[src/rtl/ca_rule_ctrl_if.sv]
// Rule-controller bus: frame timing, user controls in; active rule and seeding status out.
// The timing generator / user-input side is the master, the controller is the slave.
interface ca_rule_ctrl_if;
  logic       frame_start;
  logic       btn_next;
  logic       btn_prev;
  logic       btn_reseed;
  logic       sw_auto;
  logic       sw_custom;
  logic [7:0] custom_rule;
  logic [7:0] rule;
  logic [5:0] rule_color;
  logic [2:0] rule_idx;
  logic [1:0] mode;
  logic       seed_req;

  modport master (
    output frame_start, btn_next, btn_prev, btn_reseed, sw_auto, sw_custom, custom_rule,
    input  rule, rule_color, rule_idx, mode, seed_req
  );

  modport slave (
    input  frame_start, btn_next, btn_prev, btn_reseed, sw_auto, sw_custom, custom_rule,
    output rule, rule_color, rule_idx, mode, seed_req
  );
endinterface

[src/rtl/ca_rule_ctrl.sv]
// Frame-synchronous Wolfram rule sequencer: debounced buttons, manual/auto/custom rule
// selection and per-frame seed requests, all applied only at frame_start.
module ca_rule_ctrl #(
  parameter int unsigned DEBOUNCE_BITS = 16,
  parameter int unsigned AUTO_FRAMES   = 240
) (
  input logic           clk,
  input logic           rst_n,
  ca_rule_ctrl_if.slave bus
);

  localparam int unsigned CntW = (AUTO_FRAMES > 1) ? $clog2(AUTO_FRAMES) : 1;
  localparam logic [CntW-1:0] CntLast = CntW'(AUTO_FRAMES - 1);
  localparam logic [DEBOUNCE_BITS-1:0] DbOne = DEBOUNCE_BITS'(1);

  typedef enum logic [1:0] {
    StManual = 2'd0,
    StAuto   = 2'd1,
    StCustom = 2'd2
  } mode_e;

  function automatic logic [7:0] rule_lut(input logic [2:0] idx);
    logic [7:0] r;
    case (idx)
      3'd0:    r = 8'd30;
      3'd1:    r = 8'd110;
      3'd2:    r = 8'd22;
      3'd3:    r = 8'd73;
      3'd4:    r = 8'd90;
      3'd5:    r = 8'd146;
      3'd6:    r = 8'd105;
      default: r = 8'd102;
    endcase
    return r;
  endfunction

  // Bit map: [0] next, [1] prev, [2] reseed, [3] sw_auto, [4] sw_custom, [12:5] custom_rule
  logic [12:0] async_in, sync1_q, sync2_q;
  assign async_in = {bus.custom_rule, bus.sw_custom, bus.sw_auto,
                     bus.btn_reseed, bus.btn_prev, bus.btn_next};

  always_ff @(posedge clk) begin
    if (!rst_n) begin
      sync1_q <= '0;
      sync2_q <= '0;
    end else begin
      sync1_q <= async_in;
      sync2_q <= sync1_q;
    end
  end

  logic [2:0] btn_s;
  logic       sw_auto_s, sw_custom_s;
  logic [7:0] custom_s;
  assign btn_s       = sync2_q[2:0];
  assign sw_auto_s   = sync2_q[3];
  assign sw_custom_s = sync2_q[4];
  assign custom_s    = sync2_q[12:5];

  // Debounce: flip the stable state once the mismatch count would reach all-ones.
  logic [2:0]               stable_q, press_q;
  logic [DEBOUNCE_BITS-1:0] db_cnt_q [3];

  always_ff @(posedge clk) begin
    if (!rst_n) begin
      stable_q <= '0;
      press_q  <= '0;
      for (int i = 0; i < 3; i++) db_cnt_q[i] <= '0;
    end else begin
      for (int i = 0; i < 3; i++) begin
        press_q[i] <= 1'b0;
        if (btn_s[i] == stable_q[i]) begin
          db_cnt_q[i] <= '0;
        end else if (&(db_cnt_q[i] + DbOne)) begin
          stable_q[i] <= ~stable_q[i];
          db_cnt_q[i] <= '0;
          press_q[i]  <= ~stable_q[i];
        end else begin
          db_cnt_q[i] <= db_cnt_q[i] + DbOne;
        end
      end
    end
  end

  // Pending flags {reseed, prev, next}
  logic [2:0]      pend_q, pend_d;
  mode_e           mode_q, mode_d;
  logic [2:0]      idx_q, idx_d;
  logic [CntW-1:0] fcnt_q, fcnt_d;
  logic [7:0]      rule_q, rule_d;
  logic            seed_q, seed_d;

  always_ff @(posedge clk) begin
    if (!rst_n) begin
      pend_q <= 3'b100;
      mode_q <= StManual;
      idx_q  <= '0;
      fcnt_q <= '0;
      rule_q <= 8'd30;
      seed_q <= 1'b0;
    end else begin
      pend_q <= pend_d;
      mode_q <= mode_d;
      idx_q  <= idx_d;
      fcnt_q <= fcnt_d;
      rule_q <= rule_d;
      seed_q <= seed_d;
    end
  end

  always_comb begin
    pend_d = pend_q | press_q;
    mode_d = mode_q;
    idx_d  = idx_q;
    fcnt_d = fcnt_q;
    rule_d = rule_q;
    seed_d = seed_q;
    if (bus.frame_start) begin
      // Presses landing on frame_start survive the clear and apply next frame.
      pend_d = press_q;
      if (sw_custom_s)    mode_d = StCustom;
      else if (sw_auto_s) mode_d = StAuto;
      else                mode_d = StManual;

      if (mode_d == StCustom) begin
        rule_d = custom_s;
      end else begin
        if (pend_q[0] && !pend_q[1])      idx_d = idx_q + 3'd1;
        else if (pend_q[1] && !pend_q[0]) idx_d = idx_q - 3'd1;
        if (mode_d == StAuto) begin
          if (mode_q != StAuto || pend_q[0] || pend_q[1]) begin
            fcnt_d = '0;
          end else if (fcnt_q == CntLast) begin
            idx_d  = idx_q + 3'd1;
            fcnt_d = '0;
          end else begin
            fcnt_d = fcnt_q + CntW'(1);
          end
        end
        rule_d = rule_lut(idx_d);
      end
      seed_d = pend_q[2] || (rule_d != rule_q);
    end
  end

  assign bus.rule       = rule_q;
  assign bus.rule_color = rule_q[6:1];
  assign bus.rule_idx   = idx_q;
  assign bus.mode       = mode_q;
  assign bus.seed_req   = seed_q;

endmodule

[src/flat_wrapper.sv]
// flat-port wrapper written by rule: the top's interface ports become plain ports
module ca_rule_ctrl_flat 
#(
  parameter int unsigned DEBOUNCE_BITS = 16,
  parameter int unsigned AUTO_FRAMES   = 240
)
  (clk, rst_n, bus_frame_start, bus_btn_next, bus_btn_prev, bus_btn_reseed, bus_sw_auto, bus_sw_custom, bus_custom_rule, bus_rule, bus_rule_color, bus_rule_idx, bus_mode, bus_seed_req);
  ca_rule_ctrl_if bus_i ();
  input logic clk;
  input logic rst_n;
  input wire logic [$bits(bus_i.frame_start)-1:0] bus_frame_start;
  input wire logic [$bits(bus_i.btn_next)-1:0] bus_btn_next;
  input wire logic [$bits(bus_i.btn_prev)-1:0] bus_btn_prev;
  input wire logic [$bits(bus_i.btn_reseed)-1:0] bus_btn_reseed;
  input wire logic [$bits(bus_i.sw_auto)-1:0] bus_sw_auto;
  input wire logic [$bits(bus_i.sw_custom)-1:0] bus_sw_custom;
  input wire logic [$bits(bus_i.custom_rule)-1:0] bus_custom_rule;
  output wire logic [$bits(bus_i.rule)-1:0] bus_rule;
  output wire logic [$bits(bus_i.rule_color)-1:0] bus_rule_color;
  output wire logic [$bits(bus_i.rule_idx)-1:0] bus_rule_idx;
  output wire logic [$bits(bus_i.mode)-1:0] bus_mode;
  output wire logic [$bits(bus_i.seed_req)-1:0] bus_seed_req;
  assign bus_i.frame_start = bus_frame_start;
  assign bus_i.btn_next = bus_btn_next;
  assign bus_i.btn_prev = bus_btn_prev;
  assign bus_i.btn_reseed = bus_btn_reseed;
  assign bus_i.sw_auto = bus_sw_auto;
  assign bus_i.sw_custom = bus_sw_custom;
  assign bus_i.custom_rule = bus_custom_rule;
  assign bus_rule = bus_i.rule;
  assign bus_rule_color = bus_i.rule_color;
  assign bus_rule_idx = bus_i.rule_idx;
  assign bus_mode = bus_i.mode;
  assign bus_seed_req = bus_i.seed_req;
  ca_rule_ctrl #(.DEBOUNCE_BITS(DEBOUNCE_BITS), .AUTO_FRAMES(AUTO_FRAMES)) u_core (.clk(clk), .rst_n(rst_n), .bus(bus_i));
endmodule
[config.mk]
export PLATFORM = sky130hd
export DESIGN_NAME = ca_rule_ctrl_flat
export DESIGN_NICKNAME = d
export VERILOG_FILES = /design/src/rtl/ca_rule_ctrl_if.sv /design/src/rtl/ca_rule_ctrl.sv /design/src/flat_wrapper.sv
export SDC_FILE = /design/constraint.sdc
export NUM_CORES = 1
export LEC_CHECK = 0
export ABC_AREA = 1
export BUFFER_PORTS_ARGS = -buffer_cell sky130_fd_sc_hd__buf_4
export CORE_ASPECT_RATIO = 2
export CORE_UTILIZATION = 45
export DETAILED_ROUTE_END_ITERATION = 6
export PLACE_DENSITY_LB_ADDON = 0.08
export SLEW_MARGIN = 0
export SYNTH_ARGS = -nofsm -noshare
export SYNTH_HDL_FRONTEND = slang
export SYNTH_SLANG_ARGS = --single-unit
[constraint.sdc]
create_clock -name clk -period 2.27 [get_ports clk]
set_input_delay 0.1135 -clock clk [delete_from_list [all_inputs] [get_ports clk]]
set_output_delay 0.1135 -clock clk [all_outputs]
set_load 0.02 [all_outputs]
==> results.py, run 1 <==
metrics = {
    "outcome": {
        "outcome": "complete, but fails checks",
        "violations": "negative setup slack",
    },
    "setup_path": {
        "start_kind": "register",
        "rr_worst_depth": 13,
        "crit_arrival_ps": 2550,
        "path_max_fanout": 8,
        "critPathCapture": "u_core.db_cnt_q[0][2]",
        "cp_data_required_time_ps": 2370,
        "cp_top_family": "simple AND/OR/NAND/NOR gates",
        "cp_slowest_stage_delay_ps": 440,
        "crit_type": "register to register",
        "worstSetupEndpointType": "register",
        "regToRegEndpoint": "u_core.db_cnt_q[0][2]",
        "worstPathCellList": "buf_6, nand3_4, nor2_4, nand2_2, buf_4, xor2_1, nand3_1, nor4_1, buf_4, nand4_1, nand2_2, clkbuf_16, nor2_2",
        "cp_slowest_cell": "edfxtp_1",
        "r2r-start": "u_core.db_cnt_q[0][0]",
        "cp_num_cells": 13,
        "cp.buffers_inverters": 4,
        "critPathLaunch": "u_core.db_cnt_q[0][0]",
        "r2r_setup_slack_ps": -180,
    },
    "cells_and_area": {
        "most-common-layout-cells": "nand2_1 (133), buf_4 (117), inv_1 (95), nor2_1 (67), dfxtp_1 (56)",
        "fin_util": 0.654,
        "fillCellCount": 999,
        "fin_nets": 878,
        "synthToLayoutAreaGrowth_pct": 42.3,
        "diodes": 0,
        "final_common_cell": "nand2_1",
        "fin_area_mm2": 0.00760,
        "drive_gt1_frac": 0.298,
    },
    "timing": {
        "rsz0062_at_grt": "true",
        "hold_viol": 0,
        "max_clock_freq_mhz": 408,
        "finalWorstSetupSlack_ps": -178,
        "final_max_slew_viol_count": 0,
        "period_minus_slack_ps": 2450,
        "clock_skew_ps": 11.7,
        "period_share": 1.08,
        "tightest_slew_ps": 719,
        "setup_viol": 48,
        "finalSetupTns_ps": -6230,
        "maxSlewHeadroom": 0.519,
    },
    "clocking": {
        "h-tree-depth": 3,
        "cts_root_buffer": "clkbuf_16",
        "cts_made_buffers": 9,
        "clock-sinks": 105,
        "clk_pin_slew_ps": 80,
        "clk-insertion-delay-late_ps": 350,
        "cts_tree": "built",
        "ctsLongestPathBuffers": 2,
    },
    "placement": {
        "hpwl_mm": 8.51,
        "port_buffers": 35,
        "postPlaceCellArea_mm2": 0.00632,
        "gp_congestion": 0.862,
    },
    "logic_synthesis": {
        "ys_types": 37,
        "synth_edf_count": 48,
        "synth-seq-cells": 105,
        "synthCells": 673,
        "yosys.area.top_type": "edfxtp_1",
        "yosysWarnings": 0,
        "synth-seq-area-share": 0.483,
        "synth_async_sr_flop_share": 0,
        "synth_area_leaders": "edfxtp_1 (27%), dfxtp_1 (21%), nand2_1 (9.9%)",
        "synth_top_area_frac": 0.270,
        "synth_ff_type": "dfxtp_1",
        "netlist_area_mm2": 0.00534,
        "syn_avg_cell_area_um2": 7.94,
    },
    "global_routing": {
        "grt_pass1_wl_mm": 19.6,
        "antenna_found_initial": 0,
        "grt-ovfl-total": 0,
        "grt_max_degree": 40,
        "grtUsageTotal": 0.201,
        "grt_pass1_vias": 4722,
    },
    "floorplan": {
        "die_x_um": 79.0,
        "rows": 56,
        "core-area_mm2": 0.0116,
        "initial_core_util": 0.459,
        "die_h_um": 156,
        "ios": 36,
        "die_area_mm2": 0.0123,
    },
    "route": {
        "via_count": 4810,
        "wire_per_inst_um": 12.9,
        "drtPass1Iterations": 4,
        "drc": 0,
        "ant_nets": 0,
        "viasPerCell": 4.80,
        "wl_mm": 12.9,
        "drt_first_iter_violations": 149,
    },
    "power": {
        "p_leak_nw": 3.45,
        "peakVddDrop_uv": 563,
        "p_per_area_mw_per_mm2": 532,
    },
    "worst_hold_path": {
        "hold_path.class": "input port to register",
        "hp-start": "bus_frame_start",
    },
    "run": {
        "cap_violations": 0,
    },
}
[sequential cells by signal, indices dropped and copies added, names as in the netlist, 2 cells and up]
name,flops
u_core.bus.rule,8
u_core.bus.mode,2
u_core.sync2_q,13
u_core.db_cnt_q,48
u_core.bus.rule_idx,3
u_core.fcnt_q,8
u_core.press_q,3
u_core.sync1_q,13
u_core.stable_q,3
u_core.pend_q,3
[cell families after synthesis]
group | count (synthesis) | synth area share
AO/OA/AOI/OAI | 43 | 0.0433
XOR/XNOR | 38 | 0.0623
adder cells (fa/ha/maj) | 9 | 0.0211
buffers and inverters | 116 | 0.0895
flip-flops | 105 | 0.483
other | 1 | 0.000702
AND/OR/NAND/NOR | 361 | 0.300
[power breakdown]
part           total, mW  switching, mW  internal [mW]
Sequential          2.10         0.0562           2.04
Clock               1.53          0.754          0.777
Combinational      0.412          0.233          0.179
[metrics by stage]
stage	hold slack [ps]	setup slack, ps	total power, mW	cells
after floorplan	211	19.3	2.33	720
after global placement	296	-53.8	2.45	941
after detailed placement	297	-128	2.45	941
after CTS	40.8	-86.7	4.03	989
after global routing	40.2	-331	4.20	1003
final	54.3	-178	4.04	1003
[final cells by class]
cell class / instances / area [um^2] / share of cell area
Multi-Input combinational cell: 500 / 3030 / 0.398
Sequential cell: 105 / 2590 / 0.340
Timing Repair Buffer: 138 / 1140 / 0.150
Inverter: 99 / 372 / 0.0489
Clock buffer: 9 / 225 / 0.0296
Tap cell: 145 / 181 / 0.0239
Clock inverter: 7 / 66.3 / 0.00872
[layer usage]
layer / up-vias / track usage / share of wire
met5: - / 0 / 0
met3: 31 / 0.0292 / 0.019
li1: 2445 / - / -
met4: 0 / 0.0970 / 0.031
met1: 2253 / 0.191 / 0.37
met2: 81 / 0.400 / 0.58
[worst min-delay path by stage]
stage,end,slack (ps),depth (start not counted)
2_1_floorplan,u_core.sync1_q[0],210,2
3_3_place_gp,u_core.sync1_q[2],300,3
3_5_place_dp,u_core.sync1_q[0],300,3
4_1_cts,u_core.bus.rule[6],40,2
5_1_grt,u_core.bus.rule[6],40,2
6_report,u_core.bus.rule[6],50,2
[synth_stat cells, types with 3 or more instances]
master	number
nand2_1	141
nor2_1	113
inv_1	97
dfxtp_1	57
edfxtp_1	48
nand3_1	43
xor2_1	29
a21oi_1	20
o21ai_0	15
nor3_1	14
nand4_1	13
ha_1	9
xnor2_1	9
buf_4	7
clkbuf_1	7
nor2_2	6
or2_2	6
nor4_1	5
nand3b_1	4
o22ai_1	4
and3_1	3
nand2_2	3
nand3_2	3
[what timing repair did]
| action | 4_1_cts | 5_1_grt |
|---|---|---|
| hold buffers | 13 | 0 |
| setup buffers | 18 | 15 |
| gates cloned | 1 | 2 |
| hold endpoints to repair | 13 | 0 |
| pin swaps | 11 | 25 |
| resized for setup | 41 | 101 |
| setup endpoints to repair | 48 | 53 |
Power figures use the tool's default switching activity.
==> run 2, diff against run 1 <==
BUFFER_PORTS_ARGS = not set   (was -buffer_cell sky130_fd_sc_hd__buf_4)
DONT_BUFFER_PORTS = 1   (was not set)
==> run 2 against run 1 <==
The flow still finishes with violations (negative setup slack). Clock-buffer cell count stayed put. Non-clock buffer count is 36 lower. Register-to-register slack better by 30 ps. Cell count is 3.6% lower. Maximum frequency is 1.3% higher. Sequential power hardly changed. Sequential share of layout area is 1.4 points higher. Global-route usage is 0.19 points higher. Clock power is 6% higher. Power is 0.59% higher.
==> results.py, run 2 (synthesis gave the netlist of run 1 again) <==
metrics = {
    "timing": {
        "hold_ws_ps": 15.4,
        "max_clock_freq_mhz": 414,
        "period_share": 1.06,
        "finalWorstSetupSlack_ps": -146,
        "setup_viol": 49,
        "clock_skew_ps": 20.2,
        "hold_viol": 0,
        "maxSlewHeadroom": 0.520,
        "tightest_slew_ps": 717,
        "rsz0062_at_grt": "true",
        "period_minus_slack_ps": 2420,
        "final_max_slew_viol_count": 0,
    },
    "setup_path": {
        "cp_slowest_stage_delay_ps": 400,
        "critPathLaunch": "u_core.db_cnt_q[1][0]",
        "path_max_fanout": 8,
        "cp_top_family": "simple AND/OR/NAND/NOR gates",
        "cp_slowest_cell": "edfxtp_1",
        "worstPathCellList": "ha_2, and3_4, nand4_1, nor2_2, nand2_2, nand2_2, nand4_1, nor3_4, nand3_4, nand2_8, nor2_1",
        "cp.buffers_inverters": 0,
        "crit_type": "register to register",
        "r2r-start": "u_core.db_cnt_q[1][0]",
        "cp_data_required_time_ps": 2380,
        "worstSetupEndpointType": "register",
        "crit_arrival_ps": 2520,
        "start_kind": "register",
    },
    "outcome": {
        "violations": "negative setup slack",
        "outcome": "complete, but fails checks",
    },
    "floorplan": {
        "core-area_mm2": 0.0116,
        "initial_core_util": 0.459,
        "die_area_mm2": 0.0123,
        "die_h_um": 156,
        "die_x_um": 79.0,
        "rows": 56,
        "ios": 36,
    },
    "power": {
        "p_switching_mw": 1.09,
        "seqPwrFrac": 0.522,
        "p_per_area_mw_per_mm2": 557,
        "peakVddDrop_uv": 577,
        "pwr-share-clk": 0.399,
        "swShare": 0.267,
        "internal_power_mw": 2.98,
        "combPwrFrac": 0.079,
        "p_leak_nw": 3.26,
    },
    "cells_and_area": {
        "drive_gt1_frac": 0.271,
        "final_common_cell": "nand2_1",
        "final_cells": 967,
        "synthToLayoutAreaGrowth_pct": 36.7,
        "top_register": "u_core.db_cnt_q",
        "fin_nets": 842,
        "fillCellCount": 1027,
        "largest_register_ffs": 48,
        "diodes": 0,
        "most-common-layout-cells": "nand2_1 (127), inv_1 (93), buf_4 (83), nor2_1 (73), dfxtp_1 (55)",
        "top_regs": "u_core.db_cnt_q x48, u_core.sync1_q x13, u_core.sync2_q x13",
    },
    "clocking": {
        "h-tree-depth": 3,
        "clk-insertion-delay-late_ps": 360,
        "ctsLongestPathBuffers": 2,
        "cts_root_buffer": "clkbuf_16",
        "clk_pin_slew_ps": 80,
        "clock-sinks": 105,
        "cts_tree": "built",
        "cts_made_buffers": 9,
    },
    "worst_hold_path": {
        "hold_path.class": "input port to register",
        "hp-start": "rst_n",
    },
    "route": {
        "drtPass1Iterations": 4,
        "wl_mm": 12.4,
        "drc": 0,
        "drt_first_iter_violations": 152,
        "via_count": 4665,
        "ant_nets": 0,
        "viasPerCell": 4.82,
        "wire_per_inst_um": 12.9,
    },
    "global_routing": {
        "antenna_found_initial": 0,
        "grt_pass1_vias": 4528,
        "grt-ovfl-total": 0,
        "grt_max_degree": 39,
        "grtUsageTotal": 0.203,
        "grt_pass1_wl_mm": 19.5,
    },
    "placement": {
        "dp_cells": 906,
        "hpwl_mm": 8.43,
        "gp_congestion": 0.843,
        "port_buffers": 0,
    },
    "run": {
        "cap_violations": 0,
    },
}
==> run 2: what timing repair did <==
action | 4_1_cts | 5_1_grt
hold endpoints to repair | 43 | 0
setup endpoints to repair | 49 | 54
buffers inserted | 15 | 18
hold buffers | 15 | 0
cloned | 1 | 0
gates resized for setup | 38 | 96
pin swaps | 9 | 34
==> run 2: worst reg2reg max path, cell delays in order, from the launching register on <==
cell and delay, ps:
edfxtp_1 400, ha_2 200, and3_4 180, nand4_1 140
nor2_2 220, nand2_2 80, nand2_2 70, nand4_1 210
nor3_4 240, nand3_4 180, nand2_8 190, nor2_1 50
==> run 2: final timing paths <==
kind / slack (ps) / end / cells past startpoint
setup / recovery: -150 / u_core.db_cnt_q[1][14] / 11
hold / removal: 20 / u_core.pend_q[2] / 2
setup reg to reg: -150 / u_core.db_cnt_q[1][14] / 11
hold reg to reg: 400 / u_core.pend_q[2] / 2
==> run 2: final cells by class <==
type	count	area [um^2]	share of cell area
Inverter	99	374	0.0512
Multi-Input combinational cell	500	2990	0.409
Clock inverter	7	93.8	0.0129
Sequential cell	105	2580	0.354
Tap cell	145	181	0.0248
Timing Repair Buffer	102	855	0.117
Clock buffer	9	225	0.0308
==> run 2: power by group through the flow <==
stage	Combinational, mW	Clock (mW)	Sequential [mW]
6_report	0.323	1.62	2.12
4_1_cts	0.288	1.66	2.12
3_5_place_dp	0.233	0	2.16
2_1_floorplan	0.185	0	2.14
3_3_place_gp	0.229	0	2.16
5_1_grt	0.360	1.72	2.13
==> run 2: per-stage QoR <==
step / power (mW) / util / TNS, ps / cell area [um^2] / setup slack (ps)
floorplan: 2.33 / - / 0 / 5520 / 19.3
global placement: 2.39 / 0.520 / -3300 / 6050 / -156
detailed placement: 2.39 / 0.520 / -5540 / 6050 / -215
CTS: 4.06 / 0.586 / -1050 / 6810 / -64.6
global route: 4.21 / 0.628 / -11580 / 7300 / -262
finish: 4.07 / 0.628 / -4420 / 7300 / -146
==> run 2: per-layer routing <==
| layer | track usage | up-vias | wire length, um |
|---|---|---|---|
| met3 | 0.0333 | 29 | 298 |
| li1 | - | 2375 | - |
| met5 | 0 | - | 0 |
| met2 | 0.398 | 79 | 7220 |
| met1 | 0.192 | 2182 | 4500 |
| met4 | 0.108 | 0 | 427 |
==> run 3, diff against run 2 <==
PLACE_DENSITY_LB_ADDON = not set   (was 0.08)
==> run 3 against run 2 <==
The flow still finishes with violations (negative setup slack). Die area did not move. Maximum frequency up 1.2%. Sequential power barely moved. Clock power decreased by 2%. First-iteration DRC count grew 11%. Clock skew down 7.1 ps. Via count fell by 1.1%. Utilization fell by 0.15 points. Largest cell class unchanged. Largest power group unchanged.
==> results.py, run 3 (synthesis gave the netlist of run 1 again) <==
metrics = {
    "outcome": {
        "outcome": "complete, but fails checks",
        "violations": "negative setup slack",
    },
    "timing": {
        "hold_ws_ps": 11.6,
        "rsz0062_at_grt": "true",
        "period_minus_slack_ps": 2390,
        "tightest_slew_ps": 810,
        "setup_viol": 49,
        "finalSetupTns_ps": -3340,
        "final_max_slew_viol_count": 0,
        "clock_skew_ps": 13.2,
        "maxSlewHeadroom": 0.458,
        "period_share": 1.05,
        "finalWorstSetupSlack_ps": -117,
        "max_clock_freq_mhz": 419,
        "hold_viol": 0,
    },
    "power": {
        "peakVddDrop_uv": 421,
        "p_leak_nw": 3.29,
        "p_per_area_mw_per_mm2": 553,
        "combPwrFrac": 0.082,
        "p_switching_mw": 1.06,
        "seqPwrFrac": 0.527,
        "internal_power_mw": 2.97,
        "swShare": 0.262,
        "pwr-share-clk": 0.391,
    },
    "global_routing": {
        "grt-ovfl-total": 0,
        "antenna_found_initial": 0,
        "grtUsageTotal": 0.195,
        "grt_max_degree": 39,
        "grt_pass1_wl_mm": 18.8,
        "grt_pass1_vias": 4406,
    },
    "cells_and_area": {
        "fin_nets": 835,
        "final_common_cell": "nand2_1",
        "drive_gt1_frac": 0.269,
        "top_register": "u_core.db_cnt_q",
        "fillCellCount": 1012,
        "top_regs": "u_core.db_cnt_q x48, u_core.sync1_q x13, u_core.sync2_q x13",
        "synthToLayoutAreaGrowth_pct": 36.3,
        "most-common-layout-cells": "nand2_1 (131), inv_1 (95), buf_4 (73), nor2_1 (67), dfxtp_1 (56)",
        "final_cells": 960,
        "fin_area_mm2": 0.00728,
        "diodes": 0,
        "largest_register_ffs": 48,
    },
    "floorplan": {
        "ios": 36,
        "die_h_um": 156,
        "initial_core_util": 0.459,
        "die_area_mm2": 0.0123,
        "die_x_um": 79.0,
        "rows": 56,
        "core-area_mm2": 0.0116,
    },
    "clocking": {
        "cts_tree": "built",
        "clk_pin_slew_ps": 80,
        "clk-insertion-delay-late_ps": 360,
        "cts_root_buffer": "clkbuf_16",
        "h-tree-depth": 3,
        "ctsLongestPathBuffers": 2,
        "cts_made_buffers": 9,
        "clock-sinks": 105,
    },
    "setup_path": {
        "cp.buffers_inverters": 2,
        "path_max_fanout": 8,
        "crit_type": "register to register",
        "start_kind": "register",
        "cp_data_required_time_ps": 2380,
        "cp_top_family": "simple AND/OR/NAND/NOR gates",
        "cp_slowest_cell": "edfxtp_1",
        "cp_slowest_stage_delay_ps": 400,
        "worstSetupEndpointType": "register",
        "crit_arrival_ps": 2490,
        "worstPathCellList": "ha_2, nand2_2, nor2_4, nand3_2, nor2_4, xnor2_1, nor2_2, nand3_2, inv_1, nand4_1, nand2_2, clkbuf_16, nor2_1",
    },
    "run": {
        "cap_violations": 0,
    },
    "worst_hold_path": {
        "hold_path.class": "input port to register",
    },
    "route": {
        "drt_first_iter_violations": 169,
        "drtPass1Iterations": 4,
        "drc": 0,
        "via_count": 4614,
        "viasPerCell": 4.81,
        "ant_nets": 0,
        "wl_mm": 12.4,
        "wire_per_inst_um": 12.9,
    },
    "placement": {
        "dp_cells": 897,
        "hpwl_mm": 8.20,
        "postPlaceCellArea_mm2": 0.00599,
        "gp_congestion": 0.807,
        "port_buffers": 0,
    },
}
[run 3: through the flow]
| stage | utilization | power [mW] | setup slack (ps) |
|---|---|---|---|
| 6_report | 0.626 | 4.03 | -117 |
| 2_1_floorplan | - | 2.33 | 19.3 |
| 5_1_grt | 0.626 | 4.19 | -241 |
| 4_1_cts | 0.572 | 4.02 | -42.2 |
| 3_5_place_dp | 0.515 | 2.39 | -103 |
| 3_3_place_gp | 0.515 | 2.38 | -55.7 |
[run 3: layer usage]
| metal | track usage | vias up | share of wire |
|---|---|---|---|
| li1 | - | 2362 | - |
| met1 | 0.190 | 2159 | 0.37 |
| met2 | 0.382 | 67 | 0.58 |
| met3 | 0.0339 | 26 | 0.023 |
| met4 | 0.0909 | 0 | 0.027 |
| met5 | 0 | - | 0 |
[run 3: power by group through the flow]
stage / logic, mW / clock network, mW / registers, mW
after floorplan: 0.185 / 0 / 2.14
after global placement: 0.225 / 0 / 2.16
after detailed placement: 0.229 / 0 / 2.16
after CTS: 0.279 / 1.63 / 2.12
after global routing: 0.368 / 1.69 / 2.13
final: 0.331 / 1.58 / 2.12
[run 3: path summary, 6_finish.rpt]
| path | cells past startpoint | start | slack, ps | endpoint |
|---|---|---|---|---|
| worst max-delay path | 13 | u_core.db_cnt_q[0][0] | -120 | u_core.db_cnt_q[0][9] |
| worst min-delay path | 4 | bus_frame_start | 10 | u_core.bus.rule[0] |
| worst max register to register | 13 | u_core.db_cnt_q[0][0] | -120 | u_core.db_cnt_q[0][9] |
| worst min register to register | 2 | u_core.sync1_q[2] | 420 | u_core.sync2_q[2] |
[run 3: area by class of cell]
cell class	instances	area, um^2	share of cell area
well taps	145	181	0.0249
repair buffers	95	818	0.112
flip-flops and latches	105	2580	0.355
clock buffers	9	225	0.0309
inverters	99	372	0.0510
clock inverters	7	76.3	0.0105
multi-input cells	500	3030	0.416
[run 3: tightest hold or removal path: cells and delay by family]
family	cells	cell delay [ps]
simple gates	2	80
buf+inv	1	50
compound gates	1	80
[run 3: repair_timing]
item                       4_1_cts  5_1_grt
gates cloned                     1        1
setup endpoints to repair       48       55
hold buffers                    15        0
pin swaps                       10       34
setup buffers                   11       21
gates resized for setup         26      114
hold endpoints to repair        43        0
